$ cat src/rtl/fifo_sync_ctrl.sv
//------------------------------------------------------------------------------
// Module      : fifo_sync_ctrl
// Description : Single-clock FIFO controller for an external LSRAM. It owns the
//               pointers, the occupancy count and the flags, and aligns DVLD
//               with the RAM read latency.
//               Optional: FIFO_SYNC_CTRL_ERR_FLAGS_EN adds OVERFLOW/UNDERFLOW.
// Revision    : 1.0 - initial release
//------------------------------------------------------------------------------
`default_nettype none

module fifo_sync_ctrl #(
   parameter int WIDTH      = 32,
   parameter int ADDR_WIDTH = 7,
   parameter int RD_LAT     = 1,
   parameter int AFULL_TH   = 120,
   parameter int AEMPTY_TH  = 8
) (
   input  logic                  CLOCK,
   input  logic                  RESET,
   input  logic                  WE,
   input  logic [WIDTH-1:0]      DATA,
   input  logic                  RE,
   output logic [WIDTH-1:0]      Q,
   output logic                  DVLD,
   output logic                  FULL,
   output logic                  EMPTY,
   output logic                  AFULL,
   output logic                  AEMPTY,
   output logic [ADDR_WIDTH:0]   COUNT,
`ifdef FIFO_SYNC_CTRL_ERR_FLAGS_EN
   output logic                  OVERFLOW,
   output logic                  UNDERFLOW,
`endif
   output logic [WIDTH-1:0]      RAM_WDATA,
   output logic [ADDR_WIDTH-1:0] RAM_WADDR,
   output logic                  RAM_WEN,
   output logic [ADDR_WIDTH-1:0] RAM_RADDR,
   output logic                  RAM_REN,
   input  logic [WIDTH-1:0]      RAM_RDATA
);

   localparam logic [ADDR_WIDTH:0] c_depth     = {1'b1, {ADDR_WIDTH{1'b0}}};
   localparam logic [ADDR_WIDTH:0] c_afull_th  = (ADDR_WIDTH+1)'(AFULL_TH);
   localparam logic [ADDR_WIDTH:0] c_aempty_th = (ADDR_WIDTH+1)'(AEMPTY_TH);
   localparam logic                c_afull_rst = (c_afull_th == '0);

   logic [ADDR_WIDTH-1:0] r_wptr;
   logic [ADDR_WIDTH-1:0] r_rptr;
   logic [ADDR_WIDTH:0]   r_count;
   logic                  r_full;
   logic                  r_empty;
   logic                  r_afull;
   logic                  r_aempty;
   logic [RD_LAT-1:0]     r_vld_pipe;

   logic                  w_wr_ok;
   logic                  w_rd_ok;
   logic [ADDR_WIDTH:0]   w_count_next;

   // FULL blocks writes even when a read is accepted in the same cycle.
   assign w_wr_ok = WE & ~r_full;
   assign w_rd_ok = RE & ~r_empty;
   assign w_count_next = r_count + {{ADDR_WIDTH{1'b0}}, w_wr_ok}
                                 - {{ADDR_WIDTH{1'b0}}, w_rd_ok};

   always_ff @(posedge CLOCK or posedge RESET) begin
      if (RESET) begin
         r_wptr   <= '0;
         r_rptr   <= '0;
         r_count  <= '0;
         r_full   <= 1'b0;
         r_empty  <= 1'b1;
         r_afull  <= c_afull_rst;
         r_aempty <= 1'b1;
      end else begin
         if (w_wr_ok) r_wptr <= r_wptr + 1'b1;
         if (w_rd_ok) r_rptr <= r_rptr + 1'b1;
         r_count  <= w_count_next;
         r_full   <= (w_count_next == c_depth);
         r_empty  <= (w_count_next == '0);
         r_afull  <= (w_count_next >= c_afull_th);
         r_aempty <= (w_count_next <= c_aempty_th);
      end
   end

   generate
      if (RD_LAT == 1) begin : g_lat_one
         always_ff @(posedge CLOCK or posedge RESET) begin
            if (RESET) r_vld_pipe <= '0;
            else       r_vld_pipe <= w_rd_ok;
         end
      end else begin : g_lat_multi
         always_ff @(posedge CLOCK or posedge RESET) begin
            if (RESET) r_vld_pipe <= '0;
            else       r_vld_pipe <= {r_vld_pipe[RD_LAT-2:0], w_rd_ok};
         end
      end
   endgenerate

`ifdef FIFO_SYNC_CTRL_ERR_FLAGS_EN
   logic r_overflow;
   logic r_underflow;

   always_ff @(posedge CLOCK or posedge RESET) begin
      if (RESET) begin
         r_overflow  <= 1'b0;
         r_underflow <= 1'b0;
      end else begin
         r_overflow  <= WE & r_full;
         r_underflow <= RE & r_empty;
      end
   end

   assign OVERFLOW  = r_overflow;
   assign UNDERFLOW = r_underflow;
`endif

   assign RAM_WEN   = w_wr_ok;
   assign RAM_WADDR = r_wptr;
   assign RAM_WDATA = DATA;
   assign RAM_REN   = w_rd_ok;
   assign RAM_RADDR = r_rptr;

   // Read data is not re-registered; the consumer samples it under DVLD.
   assign Q      = RAM_RDATA;
   assign DVLD   = r_vld_pipe[RD_LAT-1];
   assign FULL   = r_full;
   assign EMPTY  = r_empty;
   assign AFULL  = r_afull;
   assign AEMPTY = r_aempty;
   assign COUNT  = r_count;

endmodule

`default_nettype wire

$ cat config.mk
export PLATFORM = sky130hd
export DESIGN_NAME = fifo_sync_ctrl
export DESIGN_NICKNAME = d
export VERILOG_FILES = /design/src/rtl/fifo_sync_ctrl.sv
export SDC_FILE = /design/constraint.sdc
export NUM_CORES = 1
export LEC_CHECK = 0
export ABC_AREA = 0
export CORE_ASPECT_RATIO = 2
export CORE_MARGIN = 10
export CORE_UTILIZATION = 34
export CTS_CLUSTER_DIAMETER = 40
export DETAILED_ROUTE_END_ITERATION = 10
export GPL_TIMING_DRIVEN = 0
export PLACE_DENSITY = 0.95
export SYNTH_ARGS = -nofsm -noshare
export SYNTH_HDL_FRONTEND = slang
export SYNTH_SLANG_ARGS = --single-unit
$ cat constraint.sdc
create_clock -name CLOCK -period 4.8 [get_ports CLOCK]
set_input_delay 0.96 -clock CLOCK [delete_from_list [all_inputs] [get_ports CLOCK]]
set_output_delay 0.96 -clock CLOCK [all_outputs]
set_load 0.005 [all_outputs]
# Word level (Yosys, flattened, before mapping)
# Cells that the tools add are included.
[classes]
n_reduce_logical = 1
n_bitwise = 4
addsub = 4
n_lt_le_gt_ge = 2
eq_ne = 1
[ops]
columns = ["cell", "n"]
rows = [
  ["$add 7x1->7 const B", 2],
  ["$add 8x1->8", 1],
  ["$eq 8x8->1 const B", 1],
  ["$ge 8x7->1 const B", 1],
  ["$le 8x4->1 const B", 1],
  ["$logic_not 8->1", 1],
  ["$sub 8x1->8", 1],
  ["$and 1x1->1", 2],
  ["$not 1->1", 2],
]
[totals]
reg_bits = 27

# Depth between registers and ports, before layout
# Gate-level depths: netlist (run 1).
[logic_depth]
ltp_word = 5
mapped_depth = 13
mapped_depth_nobuf = 12

# Worst setup path after synthesis (run 1)
# Ideal clock, no wire load.
[synth_timing]
path_type = "input to register"
from = "in WE"
to = "reg r_full, in the netlist FULL"
arrival_time_ns = 3.470
n_path_buf = 1
path_stages = 13
setup_time_ns = 0.068
slack_ns = 1.262
path_cell_list = "nor2b_1 clkbuf_1 inv_1 ha_1 inv_1 ha_1 inv_1 fa_1 and2b_2 o21ai_0 a211o_1 or3b_4 and4b_1"
[synth_via]
elab_chain_cells = 4
[synth_rtl]
columns = ["item", "line", "text"]
rows = [
  ["from (decl)", "20", "input logic WE,"],
  ["$and 1x1->1", "61", "assign w_wr_ok = WE & ~r_full;"],
  ["via RAM_WEN", "36", "output logic RAM_WEN,"],
  ["$add 8x1->8", "63", "assign w_count_next = r_count + {{ADDR_WIDTH{1'b0}}, w_wr_ok}"],
  ["$sub 8x1->8", "64", "- {{ADDR_WIDTH{1'b0}}, w_rd_ok};"],
  ["via w_count_next[6]", "58", "logic [ADDR_WIDTH:0] w_count_next;"],
  ["$eq 8x8->1", "79", "r_full <= (w_count_next == c_depth);"],
  ["to (signal assigned)", "79", ""],
  ["to (decl)", "50", "logic r_full;"],
]
# The timed path passes the listed nets, and every way through them passes these cells.
# A chain may end at the register's enable or synchronous reset.

# Final worst setup path (run 1)
[layout_timing]
from = "in WE"
to = "reg r_full, in the netlist FULL"
[layout_via]
elab_chain_cells = 4
[layout_rtl]
columns = ["item", "line"]
rows = [
  ["$and 1x1->1", "61"],
  ["$add 8x1->8", "63"],
  ["$sub 8x1->8", "64"],
  ["via w_count_next[6]", "58"],
  ["$eq 8x8->1", "79"],
]
# The timed path passes the listed nets, and every way through them passes these cells.

==> Implementation_results.wiki, run 1 <==
{| class="wikitable"
! Metric !! Value
|-
| Count of different cell masters after synthesis || 33
|-
| Yosys Warn Count || 0
|-
| Highest clock rate || about 250 MHz
|-
| Adder and majority cell fraction of the synthesized area || 0.0801
|-
| Buffers added on ports || 96
|-
| Fin Setup TNS || 0 ps
|-
| Total wirelength of the detailed-routed design || roughly 5500 um
|-
| Count of antenna-violating nets left after detailed routing || 0
|-
| Clk Latency, worst-skew pair || ~270 ps
|-
| Number of setup buffers added after CTS || 0
|-
| Post-Syn Area || about 1800 sq um
|-
| Cells after synthesis || ~180
|-
| Number of register bits inferred by synthesis || 27
|-
| Fraction of the yosys area taken by sequential cells || 0.374
|-
| Root buf cell || clkbuf_8
|-
| Worst-case setup slack after placement || around 570 ps
|-
| Core area || just over 5000 sq um
|-
| Number of antenna violations at the first check in global routing || 0
|-
| Post-DR vias/cell || between 4 and 5
|-
| Clock tree from TritonCTS || yes
|-
| XOR/XNOR share of the synthesized area || 0.0870
|-
| Final min period || 3960 ps
|-
| Final net count || between 300 and 400
|-
| Most frequent standard cell in the layout excluding fill and tap cells || clkdlybuf4s50_1
|-
| Clock-pin slew on the worst setup and hold paths || roughly 90 ps
|-
| Mux share of post-synthesis cell area || 0.0124
|-
| Maximum buffer depth of the clock tree || 2
|-
| Status || finished clean
|-
| VDD IR-drop max || 0.336 mV
|-
| Setup violators final || 0
|-
| Share of post-route cells with drive strength above 1 || 0.270
|-
| Compound-cell area share of the yosys netlist || 0.0518
|-
| Horizontal die dimension || roughly 72 um
|-
| Unrepaired setup endpoints after global routing || false
|-
| Class of the worst hold path || flip-flop to flip-flop
|-
| Fill cell total of the finished layout || 440
|-
| Post-placement cell count || between 300 and 400
|-
| Number of buffers added by the clock tree synthesis step || 3
|-
| Initial Util || 0.353
|-
| Vertical die dimension || around 120 um
|-
| Area growth from synthesis to final layout || 59.6%
|-
| Clock Sinks || 27
|-
| Kind of capture point of the worst setup path || flip-flop
|-
| Proportion of synthesized flip-flops having asynchronous set or reset || 1.00
|-
| Multi-input combinational cell area || around 590 sq um
|-
| DRC violation count after routing || 0
|-
| Storage cell area || a little under 700 sq um
|-
| Mean instance size in the synthesized netlist || ~10 sq um
|-
| Max-capacitance violation count || 0
|-
| Drt pass-1 iters || 4
|-
| CTS resizes || 0
|-
| Reg2reg setup slack || approximately 1600 ps
|-
| Leak pwr || about 1.4 nW
|-
| Sum of internal, switching and leakage power || 1.57 mW
|-
| Largest driver fanout on the critical path || 7
|-
| Data required time at the worst endpoint || approximately 5000 ps
|-
| DP HPWL || between 4000 and 5000 um
|-
| Total number of H-tree levels || 1
|-
| Detail-routed net length per standard cell || about 16 um
|-
| Largest net degree at the start of global routing || 28
|-
| Total Routing Usage GR || 0.117
|-
| Critical path startpoint category || input pin
|-
| Slew at the pin closest to its max-slew limit || 968 ps
|-
| Post-route insts no fill || between 300 and 400
|-
| Number of enable-type register cells in the synthesized netlist || 0
|-
| Final clock period utilization by the worst path || 0.824
|-
| Simple logic cell fraction of the synthesized area || 0.0939
|-
| Die Outline Area || approximately 8800 sq um
|-
| Hold buffer count at CTS || 0
|-
| Most frequent cells in the layout || 96 x clkdlybuf4s50_1, 64 x buf_4, 25 x dfrtp_1
|-
| Final worst setup slack || approximately 840 ps
|-
| Net count after synthesis || about 260
|-
| Top FF cell, synth || dfrtp_1
|-
| GP Congestion || approximately 0.83
|-
| Final slew viol count || 0
|-
| Area leader, netlist || dfrtp_1
|-
| Data arrival, critical path || between 4000 and 5000 ps
|-
| Proportion of netlist area held by the largest area contributor || 0.345
|-
| Cell types with the largest area share after synthesis || dfrtp_1 35%, buf_4 27%, ha_1 6.9%
|-
| Clock skew || about 2.4 ps
|-
| First-pass GRT wire length || 8480 um
|-
| Areal power density over the cells || 541 nW/um^2
|-
| Number of DRC markers in iteration 0 || between 50 and 60
|-
| Number of hold violations in the final report || 0
|-
| Total I/O pin count || around 160
|-
| Critical Setup Path Class || input pin to flip-flop
|-
| Main combinational cell family by area after synthesis || buffers and inverters
|-
| Post-Route Hold Slack || roughly 470 ps
|-
| Congestion Overflow GR || 0
|-
| Rows || 37
|-
| Via count of the first global-routing pass || about 1800
|-
| Max_slew headroom || 0.354
|-
| Antenna diode count || 0
|-
| Vias || between 1500 and 2000
|}
power by group:
part | switching [mW] | total [mW] | internal [mW]
Combinational | 0.453 | 1.00 | 0.549
Clock | 0.0662 | 0.124 | 0.0581
Sequential | 0.0978 | 0.439 | 0.341
Total | 0.617 | 1.57 | 0.948
through the flow:
| step | utilization | instance area (sq um) |
|---|---|---|
| floorplan | - | 1810 |
| global placement | 0.554 | 2850 |
| detailed placement | 0.554 | 2850 |
| CTS | 0.563 | 2890 |
| global route | 0.563 | 2890 |
| finish | 0.563 | 2890 |
path summary, 6_finish.rpt:
check                      cells after the start      endpoint    startpoint
hold reg to reg                                1  RAM_WADDR[6]  RAM_WADDR[6]
setup / recovery                              14          FULL            WE
max in group asynchronous                      2      COUNT[3]         RESET
setup reg to reg                              13          FULL          FULL
hold / removal                                 1  RAM_WADDR[6]  RAM_WADDR[6]
min in group asynchronous                      2          FULL         RESET
flip-flops by register name (all words and copies together), names as in the netlist:
name and cells:
FULL 1, EMPTY 1, AEMPTY 1, AFULL 1, RAM_RADDR 7, COUNT 8
DVLD 1, RAM_WADDR 7
final cells by class:
| cell class | count | area share |
|---|---|---|
| tap | 58 | 0.0251 |
| sequential | 27 | 0.235 |
| inverter | 15 | 0.0195 |
| multi-input combinational | 74 | 0.204 |
| timing repair buffer | 96 | 0.332 |
| clock buffer | 3 | 0.0143 |
| buffer | 66 | 0.169 |
| clock inverter | 1 | 0.00173 |
kinds of logic (layout without fill, tap and decap cells):
family / after synthesis / in the layout
flops: 27 / 27
xor+xnor: 18 / 18
mux: 2 / 2
simple gates: 31 / 31
compound gates: 12 / 12
buf+inv: 81 / 181
fa+ha+maj: 11 / 11
Yosys cell counts (2+ instances only):
cell type	number
nor2b_1	3
ha_1	10
nor3_1	4
dfrtp_1	25
nor2_1	6
inv_1	15
mux2_2	2
xor2_1	6
buf_4	64
xnor2_1	12
clkbuf_1	2
o31ai_1	2
dfstp_2	2
o21ai_0	2
nand2_1	7
nand4_1	3
layer usage:
layer  global-route usage  part of all wire
met5                    0                 0
met1                0.102              0.32
met2                0.197              0.46
met3               0.0962              0.21
met4               0.0365             0.013
critical path, stage by stage:
cell and delay [ps]:
clkdlybuf4s50_1 450, nor2b_1 120, clkbuf_1 280, inv_1 80, ha_1 290, inv_1 50
ha_1 150, inv_1 50, fa_1 400, and2b_2 260, o21ai_0 90, a211o_1 300
or3b_4 400, and4b_1 270
(Power assumes the default switching activity.)
==> run 2: changes to the inputs <==
Settings changed: CORE_UTILIZATION 34 to 29, PLACE_DENSITY 0.95 to 0.9.
Clock period 4.8 ns to 3.6 ns, I/O delays scaled along.
==> Implementation_results.wiki, run 2 (same netlist as run 1, synthesis figures left out) <==
{| class="wikitable"
! Metric !! Value
|-
| Rows || 40
|-
| Total internal power || ~1.4 mW
|-
| Sw power || between 800 and 900 uW
|-
| Status || finished clean
|-
| Total I/O pin count || about 160
|-
| Total length of routed met2 wires || about 2600 um
|-
| Area growth from synthesis to final layout || 67.7%
|-
| Most frequent cells in the layout || 96 x clkdlybuf4s50_1, 72 x buf_4, 25 x dfrtp_1
|-
| Largest net degree at the start of global routing || 28
|-
| Total number of H-tree levels || 1
|-
| Clk Latency, worst-skew pair || between 200 and 300 ps
|-
| Hold buffer count at CTS || 0
|-
| Sum of internal, switching and leakage power || 2.25 mW
|-
| Clock network fraction of total power || 0.110
|-
| First-pass GRT wire length || roughly 8400 um
|-
| Slew at the pin closest to its max-slew limit || 1030 ps
|-
| Class of the worst hold path || flip-flop to flip-flop
|-
| Metal3 WL || approximately 1300 um
|-
| GP Congestion || roughly 0.81
|-
| Highest clock rate || between 200 and 300 MHz
|-
| Total Routing Usage GR || 0.106
|-
| Drt pass-1 iters || 3
|-
| Final instance area || 3040 sq um
|-
| Clock tree from TritonCTS || yes
|-
| Die Outline Area || 10000 sq um
|-
| DRC violation count after routing || 0
|-
| Top routing layer used || met4
|-
| Sequential share of power || 0.261
|-
| Number of antenna violations at the first check in global routing || 0
|-
| Logic pwr share || 0.629
|-
| Buffers added on ports || 96
|-
| Leak pwr || ~1.4 nW
|-
| Detail-routed net length per standard cell || 15.3 um
|-
| Critical path startpoint category || input pin
|-
| Max_slew headroom || 0.313
|-
| Initial Util || 0.299
|-
| Total wirelength of the detailed-routed design || 5720 um
|-
| Number of hold violations in the final report || 0
|-
| Critical Setup Path Class || input pin to flip-flop
|-
| Horizontal die dimension || roughly 76 um
|-
| Antenna diode count || 0
|-
| Vertical die dimension || 132 um
|-
| DP HPWL || roughly 5000 um
|-
| Final clock period utilization by the worst path || 0.964
|-
| Data arrival, critical path || 3670 ps
|-
| Post-placement cell count || 362
|-
| Maximum buffer depth of the clock tree || 2
|-
| Cell area after placement || about 2900 sq um
|-
| Setup violators final || 0
|-
| Root buf cell || clkbuf_16
|-
| Net switching fraction of the power || 0.383
|-
| Largest register FFs || 8
|-
| Final net count || around 370
|-
| Clock Sinks || 27
|-
| Data required time at the worst endpoint || around 3800 ps
|-
| Count of antenna-violating nets left after detailed routing || 0
|-
| Congestion Overflow GR || 0
|-
| VDD IR-drop max || around 0.29 mV
|-
| Post-DR vias/cell || about 4.2
|-
| Final slew viol count || 0
|-
| Final standard cell utilization of the core || 0.502
|-
| Most frequent standard cell in the layout excluding fill and tap cells || clkdlybuf4s50_1
|-
| Vias || 1585
|-
| Reg2Reg Depth || 12
|-
| Number of DRC markers in iteration 0 || 32
|-
| Kind of capture point of the worst setup path || flip-flop
|-
| Hold path depth || 1
|-
| Post-route insts no fill || between 300 and 400
|-
| Final min period || 3470 ps
|-
| Areal power density over the cells || 741 nW/um^2
|-
| Fill cell total of the finished layout || around 540
|-
| Clock-pin slew on the worst setup and hold paths || about 60 ps
|-
| Worst-case setup slack after placement || -424 ps
|-
| M1 WL || 1680 um
|-
| Via count of the first global-routing pass || approximately 1800
|-
| Share of post-route cells with drive strength above 1 || 0.308
|-
| Largest driver fanout on the critical path || 4
|-
| Core area || approximately 6100 sq um
|-
| Max-capacitance violation count || 0
|-
| Number of buffers added by the clock tree synthesis step || 3
|-
| Clock skew || ~2.4 ps
|-
| Final worst setup slack || approximately 130 ps
|}
run 2: cell types whose count changed in the layout (fill, tap and decap cells not counted), moves of 2 or more:
cell / previous run / this run
buf_4: 64 / 72
clkbuf_1: 2 / 0
clkbuf_8: 3 / 0
clkbuf_16: 0 / 3
run 2: worst paths after layout:
path                       slack (ps)          from           end
min in group asynchronous        1020         RESET  RAM_WADDR[2]
max                               130            WE          FULL
max in group asynchronous        1950         RESET  RAM_RADDR[2]
min                               470  RAM_WADDR[6]  RAM_WADDR[6]
min reg2reg                       470  RAM_WADDR[6]  RAM_WADDR[6]
max reg2reg                       580         EMPTY          FULL
run 2: stage by stage:
stage	TNS [ps]	hold WS, ps
floorplan	0	465
global placement	-1320	456
detailed placement	-1410	457
CTS	0	470
global route	-13.6	480
finish	0	467
run 2: power by group through the flow:
stage          logic (mW)  registers, mW  clock network (mW)
6_report             1.42          0.588               0.247
5_1_grt              1.58          0.612               0.269
4_1_cts              1.35          0.588               0.256
3_5_place_dp         1.34          0.593                   0
3_3_place_gp         1.32          0.583                   0
2_1_floorplan       0.790          0.581                   0
run 2: metal layers:
layer,vias to the layer above,track usage
li1,737,-
met5,-,0
met3,8,0.0852
met4,0,0.0374
met2,137,0.177
met1,703,0.0890
run 2: timing repair:
action / in CTS / in global routing
endpoints found under the hold margin: 0 / 0
pin swaps: 0 / 4
endpoints found under the setup margin: 3 / 3
resized for setup: 2 / 12
buffers inserted: 0 / 7
cloned: 0 / 0
run 2: worst max-delay path: stages:
cell and delay [ps]:
clkdlybuf4s50_1 460, nor2b_4 130, buf_6 110, inv_1 40, ha_1 260, inv_1 60
ha_2 160, inv_1 50, fa_2 350, and2b_2 250, o21ai_1 70, a211o_1 310
or3b_4 430, and4b_1 250
run 2: final cells by class:
cell class / count / area (sq um) / area share
repair buffers: 103 / 1010 / 0.333
flip-flops and latches: 27 / 678 / 0.223
multi-input cells: 74 / 607 / 0.200
plain buffers: 66 / 499 / 0.164
well taps: 84 / 105 / 0.0346
clock buffers: 3 / 75.1 / 0.0247
inverters: 15 / 56.3 / 0.0185
clock inverters: 1 / 5.00 / 0.00165
==> run 3: changes to the inputs <==
Settings changed: RECOVER_POWER set to 25.
==> results of run 3 <==
No change in the layout: final DEF, timing and power equal those of run 2.
